--- src/rtl/melody_sequencer_pkg.sv ---
// -----------------------------------------------------------------------------
// melody_sequencer_pkg
//   Shared definitions for the melody sequencer. The ROM word layout, the end
//   marker and the state encoding are also used by the song ROM generator and
//   the testbench.
//
//   ROM word: [15:11] duration in ticks (0 = end of song)
//             [10:0]  frequency in Hz    (0 = rest)
// -----------------------------------------------------------------------------
package melody_sequencer_pkg;

    localparam int DUR_MSB  = 15;
    localparam int DUR_LSB  = 11;
    localparam int FREQ_MSB = 10;

    localparam logic [4:0] END_MARK = 5'd0;

    typedef enum logic [2:0] {
        ST_IDLE   = 3'd0,
        ST_FETCH  = 3'd1,
        ST_WAIT   = 3'd2,
        ST_PLAY   = 3'd3,
        ST_GAP    = 3'd4,
        ST_FINISH = 3'd5
    } state_t;

    // A note only gets an articulation gap when it is longer than the gap;
    // shorter notes play for their full duration.
    function automatic logic has_gap(input logic [4:0] dur, input logic [4:0] gap);
        return (gap != 5'd0) && (dur > gap);
    endfunction

    // Number of sounding ticks of a note (the remainder of dur is gap).
    function automatic logic [4:0] play_ticks(input logic [4:0] dur, input logic [4:0] gap);
        return has_gap(dur, gap) ? (dur - gap) : dur;
    endfunction

endpackage

--- src/rtl/melody_sequencer_tick_gen.sv ---
// -----------------------------------------------------------------------------
// melody_sequencer_tick_gen
//   Free-running divider that produces the duration tick. While en is high it
//   counts 0..TICK_DIV-1 and raises tick during the last count, so the first
//   tick arrives exactly TICK_DIV cycles after the counter leaves clear.
//
//   sclk  in  system clock
//   nrst  in  asynchronous active-low reset
//   clr   in  synchronous clear of the divider (wins over en)
//   en    in  count enable
//   tick  out one-cycle pulse every TICK_DIV enabled cycles
// -----------------------------------------------------------------------------
module melody_sequencer_tick_gen #(
    parameter int TICK_DIV = 10
) (
    input  logic sclk,
    input  logic nrst,
    input  logic clr,
    input  logic en,
    output logic tick
);

    localparam int             CW   = (TICK_DIV > 2) ? $clog2(TICK_DIV) : 1;
    localparam logic [CW-1:0]  LAST = CW'(TICK_DIV - 1);

    logic [CW-1:0] cnt;

    // NOTE: registers are updated with non-blocking assignments so every
    // always_ff block sees the pre-edge value of every other register.
    always_ff @(posedge sclk or negedge nrst) begin
        if (!nrst) begin
            cnt <= '0;
        end else if (clr) begin
            cnt <= '0;
        end else if (en) begin
            cnt <= (cnt == LAST) ? '0 : cnt + CW'(1);
        end
    end

    assign tick = en && (cnt == LAST);

endmodule

--- src/rtl/melody_sequencer.sv ---
// -----------------------------------------------------------------------------
// melody_sequencer
//   Walks a song ROM entry by entry. Each entry is fetched (ROM_LAT+1 cycles,
//   tone held), then sounds for play_ticks ticks, then stays silent for the
//   articulation gap. A zero duration marks the end of the song, after which
//   the sequencer either loops to address 0 or pulses done and idles.
//
//   sclk       in   system clock
//   nrst       in   asynchronous active-low reset
//   start      in   pulse: begin playback at address 0 (ignored unless idle)
//   stop       in   pulse: abort playback (wins over start)
//   loop_en    in   restart at address 0 at the end marker instead of finishing
//   rom_addr   out  song ROM address (registered)
//   rom_data   in   ROM word, valid ROM_LAT cycles after rom_addr changes
//   tone_freq  out  frequency for the period converter, 0 = silence
//   playing    out  high in every state except IDLE
//   done       out  one-cycle pulse when a non-looping song ends
//
//   Parameter constraints: TICK_DIV >= 2, ROM_LAT >= 1, GAP_TICKS < 32,
//   SONG_LEN <= 65536.
// -----------------------------------------------------------------------------
module melody_sequencer
    import melody_sequencer_pkg::*;
#(
    parameter int CLK_FREQ  = 50_000_000,
    parameter int TICK_HZ   = 16,
    parameter int SONG_LEN  = 700,
    parameter int GAP_TICKS = 1,
    parameter int ROM_LAT   = 2
) (
    input  logic        sclk,
    input  logic        nrst,
    input  logic        start,
    input  logic        stop,
    input  logic        loop_en,
    output logic [15:0] rom_addr,
    input  logic [15:0] rom_data,
    output logic [10:0] tone_freq,
    output logic        playing,
    output logic        done
);

    localparam int             TICK_DIV  = CLK_FREQ / TICK_HZ;
    localparam int             LAT_W     = (ROM_LAT > 2) ? $clog2(ROM_LAT) : 1;
    localparam logic [LAT_W-1:0] LAT_LOAD = LAT_W'(ROM_LAT - 1);
    localparam logic [4:0]     GAP5      = 5'(GAP_TICKS);
    localparam logic [15:0]    LAST_ADDR = 16'(SONG_LEN - 1);

    state_t           state;
    logic [LAT_W-1:0] lat_cnt;
    logic [4:0]       rem_cnt;
    logic [4:0]       dur_q;
    logic             tick;
    logic             tick_en;
    logic [4:0]       rom_dur;
    logic [15:0]      addr_next;

    assign rom_dur   = rom_data[DUR_MSB:DUR_LSB];
    assign addr_next = (rom_addr == LAST_ADDR) ? 16'd0 : rom_addr + 16'd1;
    assign tick_en   = (state == ST_PLAY) || (state == ST_GAP);

    // Held clear outside PLAY/GAP, so every note starts its first tick period
    // from zero on PLAY entry.
    melody_sequencer_tick_gen #(
        .TICK_DIV (TICK_DIV)
    ) u_tick_gen (
        .sclk (sclk),
        .nrst (nrst),
        .clr  (!tick_en),
        .en   (tick_en),
        .tick (tick)
    );

    always_ff @(posedge sclk or negedge nrst) begin
        if (!nrst) begin
            state     <= ST_IDLE;
            rom_addr  <= '0;
            tone_freq <= '0;
            playing   <= 1'b0;
            done      <= 1'b0;
            lat_cnt   <= '0;
            rem_cnt   <= '0;
            dur_q     <= '0;
        end else if (stop) begin
            // Harmless in IDLE, so a simultaneous start is simply dropped.
            state     <= ST_IDLE;
            tone_freq <= '0;
            playing   <= 1'b0;
            done      <= 1'b0;
            lat_cnt   <= '0;
            rem_cnt   <= '0;
        end else begin
            done <= 1'b0;
            case (state)
                ST_IDLE: begin
                    if (start) begin
                        rom_addr <= '0;
                        playing  <= 1'b1;
                        state    <= ST_FETCH;
                    end
                end

                ST_FETCH: begin
                    lat_cnt <= LAT_LOAD;
                    state   <= ST_WAIT;
                end

                ST_WAIT: begin
                    if (lat_cnt != '0) begin
                        lat_cnt <= lat_cnt - LAT_W'(1);
                    end else begin
                        dur_q <= rom_dur;
                        if (rom_dur == END_MARK) begin
                            // loop_en is taken here so the done pulse shown in
                            // FINISH and the exit path out of FINISH agree.
                            if (!loop_en) begin
                                tone_freq <= '0;
                                done      <= 1'b1;
                            end
                            state <= ST_FINISH;
                        end else begin
                            tone_freq <= rom_data[FREQ_MSB:0];
                            rem_cnt   <= play_ticks(rom_dur, GAP5);
                            state     <= ST_PLAY;
                        end
                    end
                end

                ST_PLAY: begin
                    if (tick) begin
                        if (rem_cnt == 5'd1) begin
                            if (has_gap(dur_q, GAP5)) begin
                                tone_freq <= '0;
                                rem_cnt   <= GAP5;
                                state     <= ST_GAP;
                            end else begin
                                rom_addr <= addr_next;
                                state    <= ST_FETCH;
                            end
                        end else begin
                            rem_cnt <= rem_cnt - 5'd1;
                        end
                    end
                end

                ST_GAP: begin
                    if (tick) begin
                        if (rem_cnt == 5'd1) begin
                            rom_addr <= addr_next;
                            state    <= ST_FETCH;
                        end else begin
                            rem_cnt <= rem_cnt - 5'd1;
                        end
                    end
                end

                ST_FINISH: begin
                    if (done) begin
                        playing <= 1'b0;
                        state   <= ST_IDLE;
                    end else begin
                        rom_addr <= '0;
                        state    <= ST_FETCH;
                    end
                end

                default: begin
                    tone_freq <= '0;
                    playing   <= 1'b0;
                    state     <= ST_IDLE;
                end
            endcase
        end
    end

endmodule

--- config.mk ---
export PLATFORM = sky130hd
export DESIGN_NAME = melody_sequencer
export DESIGN_NICKNAME = d
export VERILOG_FILES = /design/src/rtl/melody_sequencer_pkg.sv /design/src/rtl/melody_sequencer_tick_gen.sv /design/src/rtl/melody_sequencer.sv
export SDC_FILE = /design/constraint.sdc
export NUM_CORES = 1
export LEC_CHECK = 0
export CAP_MARGIN = 30
export CORE_MARGIN = 2
export CORE_UTILIZATION = 59
export DETAILED_ROUTE_END_ITERATION = 8
export PLACE_DENSITY = 0.85
export SLEW_MARGIN = 20
export SYNTH_ARGS = -nofsm -noshare
export SYNTH_HDL_FRONTEND = slang
export SYNTH_SLANG_ARGS = --single-unit
--- constraint.sdc ---
create_clock -name sclk -period 4.4 [get_ports sclk]
set_input_delay 0.88 -clock sclk [delete_from_list [all_inputs] [get_ports sclk]]
set_output_delay 0.88 -clock sclk [all_outputs]
set_load 0.1 [all_outputs]
==> results of run 1 <==
## cell type report
type / count / area share
clock buffer: 14 / 0.0394
sequential: 64 / 0.365
timing repair buffer: 55 / 0.121
clock inverter: 2 / 0.00285
inverter: 13 / 0.0111
multi-input combinational: 298 / 0.439
tap: 75 / 0.0214
## metal layers
| layer | wire length, microns | track usage |
|---|---|---|
| met5 | 0 | 0 |
| met1 | 3720 | 0.334 |
| met4 | 92 | 0.100 |
| met2 | 3860 | 0.412 |
| met3 | 383 | 0.0522 |
## flip-flops by register name (all words and copies together) (netlist names)
register        flops
state               3
lat_cnt             1
u_tick_gen.cnt     22
playing             1
done                1
rom_addr           16
dur_q               4
tone_freq          11
rem_cnt             5
## critical path, stage by stage
cell and delay, ns:
clkdlybuf4s50_1 0.48, inv_1 0.13, ha_1 0.14, nor4b_1 0.23, buf_4 0.18, a22oi_1 0.06, o21ai_0 0.18, a21oi_1 0.06
o21ai_1 0.62, a22o_1 0.25
## cell usage in the layout (no fill, tap or decap), types with 3 or more instances in the layout
master	count
nor4_1	3
o31ai_1	9
nor3_1	11
nand3b_1	3
nand4_1	7
clkdlybuf4s50_1	48
a31oi_1	5
nand2_1	22
ha_1	7
buf_4	6
a21oi_1	13
and3_1	11
and2_1	4
nand2b_1	8
mux2_2	6
nand3_1	20
o21ai_0	13
o21ai_1	19
nor2b_1	9
nor2_1	48
or3_1	4
xor2_1	12
xnor2_1	10
clkbuf_8	12
dfrtp_1	64
o31ai_2	6
a22o_1	11
inv_1	13
## cells by family after synthesis
group | after synthesis | synth area share
XOR/XNOR | 22 | 0.0529
AND/OR/NAND/NOR | 167 | 0.244
flip-flops | 64 | 0.439
AO/OA/AOI/OAI | 92 | 0.176
adder cells (fa/ha/maj) | 7 | 0.0240
multiplexers | 10 | 0.0302
buffers and inverters | 29 | 0.0326
## how the worst max path moves through the flow
stage | depth (start not counted) | from | endpoint
floorplan | 9 | rom_data[11] | tone_freq[0]
global placement | 10 | rom_data[12] | tone_freq[7]
detailed placement | 10 | rom_data[11] | tone_freq[9]
CTS | 10 | rom_data[11] | tone_freq[9]
global route | 10 | rom_data[12] | tone_freq[1]
finish | 10 | rom_data[12] | tone_freq[7]
## power breakdown
| group | internal [mW] | switching [mW] | leakage (nW) |
|---|---|---|---|
| Clock | 0.250 | 0.211 | 0.0927 |
| Combinational | 0.142 | 0.240 | 0.841 |
| Sequential | 0.634 | 0.0528 | 0.879 |
## through the flow
stage          power (mW)  worst slack, ns   util  instances  instance area [sq um]
2_1_floorplan       0.960             1.84      -        391                   3640
3_3_place_gp         1.07             1.24  0.705        505                   4200
3_5_place_dp         1.08             1.15  0.705        505                   4200
4_1_cts              1.54             1.47  0.736        521                   4380
5_1_grt              1.61             1.27  0.736        521                   4380
6_report             1.53             1.44  0.736        521                   4380
==> results.py, run 1 <==
metrics = {
    "outcome": {
        "outcome": "finished clean",
    },
    "grt": {
        "grt_pass1_vias": 2923,
        "grt_max_degree": 37,
        "gr-total-overflow": 0,
        "antenna_found_initial": 0,
        "grt_usage": 0.254,
        "grt_pass1_wl_mm": 13.2,
    },
    "critical_path": {
        "cp.required_ns": 4.67,
        "worstReg2RegEnd": "rom_addr[3]",
        "r2r-start": "rem_cnt[1]",
        "start_kind": "input pin",
        "rr_worst_depth": 8,
        "critPathCaptureType": "flip-flop",
        "r2r_slack_ns": 1.76,
        "critPathMaxFanout": 11,
        "crit_type": "input pin to flip-flop",
        "arrival_ns": 3.22,
    },
    "worst_hold_path": {
        "min_path_type": "flip-flop to flip-flop",
        "hold_start": "u_tick_gen.cnt[0]",
        "holdPathEnd": "u_tick_gen.cnt[0]",
        "min_path_cells": 1,
    },
    "clock_network": {
        "cts_tree": "built",
        "cts_hold_buf": 0,
        "clk_path_buf_depth": 2,
        "cts_root_buf": "clkbuf_8",
        "worst_setup_hold_path_clk_slew_ns": 0.07,
        "cts_setup_buffers": 0,
        "cts_num_sinks": 64,
        "cts_resized": 0,
        "cts_htree_levels": 3,
        "cts-buffers-inserted": 9,
        "clkLatencyLatePin_ns": 0.33,
    },
    "finish": {
        "register_area_sq_um": 1600,
        "fill_cells": 432,
        "layout-drive-gt1-share": 0.0874,
        "antenna_cells": 0,
        "nets": 469,
        "multi_input_area_sq_um": 1920,
        "syn_to_final_growth_pct": 20.3,
    },
    "synthesis": {
        "synth_top_cell_area_share": 0.439,
        "syn_area_sq_um": 3640,
        "synth_ff_type": "dfrtp_1",
        "yosysSeqAreaShare": 0.439,
        "syn_nets": 419,
        "netlist_instances": 391,
        "ys_seq_elements": 64,
        "synth.most_common_cell": "dfrtp_1",
        "synth_top_cells_by_count": "dfrtp_1, nor2_1, nand2_1",
        "synth_warnings": 0,
        "synth_area_leader_cell": "dfrtp_1",
        "ys_types": 55,
        "async_flop_share": 1.00,
        "synth-edff-count": 0,
        "avgSynthCellArea_sq_um": 9.32,
        "synth_area_leaders": "dfrtp_1, nor2_1, xor2_1",
    },
    "timing": {
        "finalSetupViolations": 0,
        "final_hold_viol_count": 0,
        "min_period_ns": 2.96,
        "skew_ns": 0.0112,
        "rsz0062_at_grt": "false",
        "tns_ns": 0,
        "worstMarginPinSlew_ns": 0.991,
        "whs_ns": 0.483,
        "slew_violations": 0,
        "finalCritPeriodShare": 0.672,
        "slew_headroom": 0.337,
        "fmax_mhz": 338,
    },
    "die": {
        "die_w_microns": 82.6,
        "rows": 28,
        "die_y_microns": 82.6,
        "die-area_sq_um": 6820,
        "initial_core_util": 0.612,
        "coreArea_sq_um": 5960,
        "io_pins": 50,
    },
    "power_and_ir_drop": {
        "p_per_area_nw_per_um2": 349,
        "leakagePower_nw": 1.81,
        "ir_drop_mv": 0.203,
    },
    "drt": {
        "ant_nets": 0,
        "route.detailed.drc": 0,
        "vias": 3145,
        "first_pass_iters": 5,
        "post_drt_wl_per_cell_microns": 15.4,
        "drtIter0Drc": 147,
        "drt-total-wl_mm": 8.05,
        "vias_per_cell": 6.04,
    },
    "run": {
        "maxCapViolCount": 0,
    },
    "placed_design": {
        "hpwl_mm": 5.70,
        "io_buffers": 49,
        "gp_congestion": 0.920,
    },
}
No activity file was read; power rests on OpenSTA's default activity.
==> run 2, diff against run 1 <==
--- a/config.mk
+++ b/config.mk
@@ -7,9 +7,9 @@
 export LEC_CHECK = 0
 export CAP_MARGIN = 30
 export CORE_MARGIN = 2
-export CORE_UTILIZATION = 59
+export CORE_UTILIZATION = 50
 export DETAILED_ROUTE_END_ITERATION = 8
-export PLACE_DENSITY = 0.85
+export PLACE_DENSITY = 0.77
 export SLEW_MARGIN = 20
 export SYNTH_ARGS = -nofsm -noshare
 export SYNTH_HDL_FRONTEND = slang
==> constraint.sdc (replaced) <==
create_clock -name sclk -period 2.4 [get_ports sclk]
set_input_delay 0.48 -clock sclk [delete_from_list [all_inputs] [get_ports sclk]]
set_output_delay 0.48 -clock sclk [all_outputs]
set_load 0.1 [all_outputs]
==> run 2 against run 1 <==
- register-to-register slack lost 1.7 ns
- final area grew 6.0%
- global-route usage shrank 3.4 points
- die area grew 17%
- power grew 100%
- first-iteration DRC count grew 73%
- count of clock-buffer cells in the layout shrank 3
- flip-flop and latch count is the same
- cell count grew 10%
- combinational power grew 110%
- via count grew 4.2%
==> results.py, run 2 (synthesis gave the netlist of run 1 again) <==
metrics = {
    "drt": {
        "post_drt_wl_per_cell_microns": 14.8,
        "drt-total-wl_mm": 8.52,
        "first_pass_iters": 5,
        "drtIter0Drc": 255,
        "ant_nets": 0,
        "vias": 3276,
        "vias_per_cell": 5.71,
        "route.detailed.drc": 0,
    },
    "clock_network": {
        "cts_root_buf": "clkbuf_8",
        "clk_path_buf_depth": 2,
        "worst_setup_hold_path_clk_slew_ns": 0.07,
        "cts_hold_buf": 0,
        "clkLatencyLatePin_ns": 0.34,
        "cts-buffers-inserted": 9,
        "cts_tree": "built",
        "cts_htree_levels": 3,
        "cts_num_sinks": 64,
    },
    "grt": {
        "grt_pass1_wl_mm": 13.7,
        "grt_max_degree": 28,
        "grt_usage": 0.220,
        "gr-total-overflow": 0,
        "grt_pass1_vias": 2944,
        "antenna_found_initial": 0,
    },
    "finish": {
        "largestRegisters": "u_tick_gen.cnt: 22 flops, rom_addr: 16 flops, tone_freq: 11 flops",
        "mostFrequentLayoutCell": "buf_4",
        "syn_to_final_growth_pct": 27.5,
        "layout-drive-gt1-share": 0.229,
        "final_cell_mix": "buf_4, dfrtp_1, nor2_1",
        "fill_cells": 603,
        "antenna_cells": 0,
        "largest_register_ffs": 22,
        "nets": 498,
        "regMostFlops": "u_tick_gen.cnt",
        "fin_area_sq_um": 4650,
    },
    "outcome": {
        "outcome": "finished clean",
    },
    "timing": {
        "tns_ns": 0,
        "worstMarginPinSlew_ns": 0.782,
        "skew_ns": 0.00760,
        "finalSetupViolations": 0,
        "min_period_ns": 2.35,
        "fmax_mhz": 426,
        "final_hold_viol_count": 0,
        "slew_violations": 0,
        "rsz0062_at_grt": "true",
        "finalCritPeriodShare": 0.977,
        "layout_setup_ws_ns": 0.0547,
        "slew_headroom": 0.477,
    },
    "placed_design": {
        "dp_slack_ns": -0.0821,
        "postPlaceCellArea_sq_um": 4400,
        "io_buffers": 49,
        "hpwl_mm": 6.11,
        "gp_congestion": 0.845,
    },
    "power_and_ir_drop": {
        "p_per_area_nw_per_um2": 669,
        "leakagePower_nw": 2.04,
        "ir_drop_mv": 0.372,
    },
    "critical_path": {
        "crit_type": "flip-flop to flip-flop",
        "crit_family": "simple AND/OR/NAND/NOR gates",
        "arrival_ns": 2.57,
        "slowest_delay_ns": 0.51,
        "critPathMaxFanout": 11,
        "critPathBufInv": 2,
        "cp.required_ns": 2.63,
        "cp_slowest_cell": "or4b_4",
        "critPathCaptureType": "flip-flop",
        "cp_cell_sequence": "inv_2 -> ha_1 -> or4b_4 -> or4_4 -> a21oi_2 -> o21ai_1 -> buf_4 -> a22o_1",
        "start_kind": "flip-flop",
    },
    "die": {
        "die_y_microns": 89.4,
        "rows": 31,
        "die-area_sq_um": 7990,
        "die_w_microns": 89.4,
        "io_pins": 50,
        "coreArea_sq_um": 7140,
        "initial_core_util": 0.511,
    },
    "worst_hold_path": {
        "min_path_type": "input pin to asynchronous set/reset pin",
    },
    "run": {
        "maxCapViolCount": 0,
    },
}
==> run 2: repair_timing <==
item / 4_1_cts / 5_1_grt
pin swaps: 0 / 3
gates resized for setup: 1 / 3
buffers inserted: 0 / 1
endpoints found under the setup margin: 11 / 16
==> run 2: per-layer routing <==
metal	global-route usage	share of wire	vias to the layer above	wire length [microns]
met5	0	0	-	0
met4	0.0787	0.014	0	117
met3	0.0443	0.050	19	424
met2	0.338	0.48	110	4070
met1	0.311	0.46	1574	3910
li1	-	-	1573	-
==> run 2: final cells by class <==
class	count	area, sq um	area share
Clock buffer	11	151	0.0326
Sequential cell	64	1610	0.346
Timing Repair Buffer	84	701	0.151
Clock inverter	5	78.8	0.0170
Inverter	13	48.8	0.0105
Multi-Input combinational cell	298	1940	0.416
Tap cell	99	124	0.0266
==> run 2: path summary, 6_finish.rpt <==
kind,startpoint,endpoint,slack [ns],cells past startpoint
hold / removal,nrst,state[1],0.14,1
hold reg to reg,u_tick_gen.cnt[0],u_tick_gen.cnt[0],0.48,1
max in group asynchronous,nrst,tone_freq[7],1.62,2
setup reg to reg,rem_cnt[1],tone_freq[4],0.05,8
min in group sclk,u_tick_gen.cnt[0],u_tick_gen.cnt[0],0.48,1
setup / recovery,rem_cnt[1],tone_freq[4],0.05,8
==> run 2: worst register-to-register path, delay by kind of cell (launching register included) <==
family | cells | cell delay (ns)
compound gates | 3 | 0.43
buf+inv | 2 | 0.27
simple gates | 2 | 0.96
fa+ha+maj | 1 | 0.15
flops | 1 | 0.42
==> run 2: power by group <==
group          switching (mW)  leakage, nW  internal [mW]
clock                   0.423        0.119          0.640
sequential             0.0787        0.869           1.16
combinational           0.490         1.06          0.317
==> run 2: stage by stage <==
| stage | total power, mW | hold slack, ns | instances | util |
|---|---|---|---|---|
| floorplan | 1.76 | 0.184 | 391 | - |
| global placement | 2.02 | 0.467 | 557 | 0.616 |
| detailed placement | 2.04 | 0.478 | 557 | 0.616 |
| CTS | 3.12 | 0.162 | 573 | 0.649 |
| global route | 3.25 | 0.188 | 574 | 0.651 |
| finish | 3.11 | 0.144 | 574 | 0.651 |
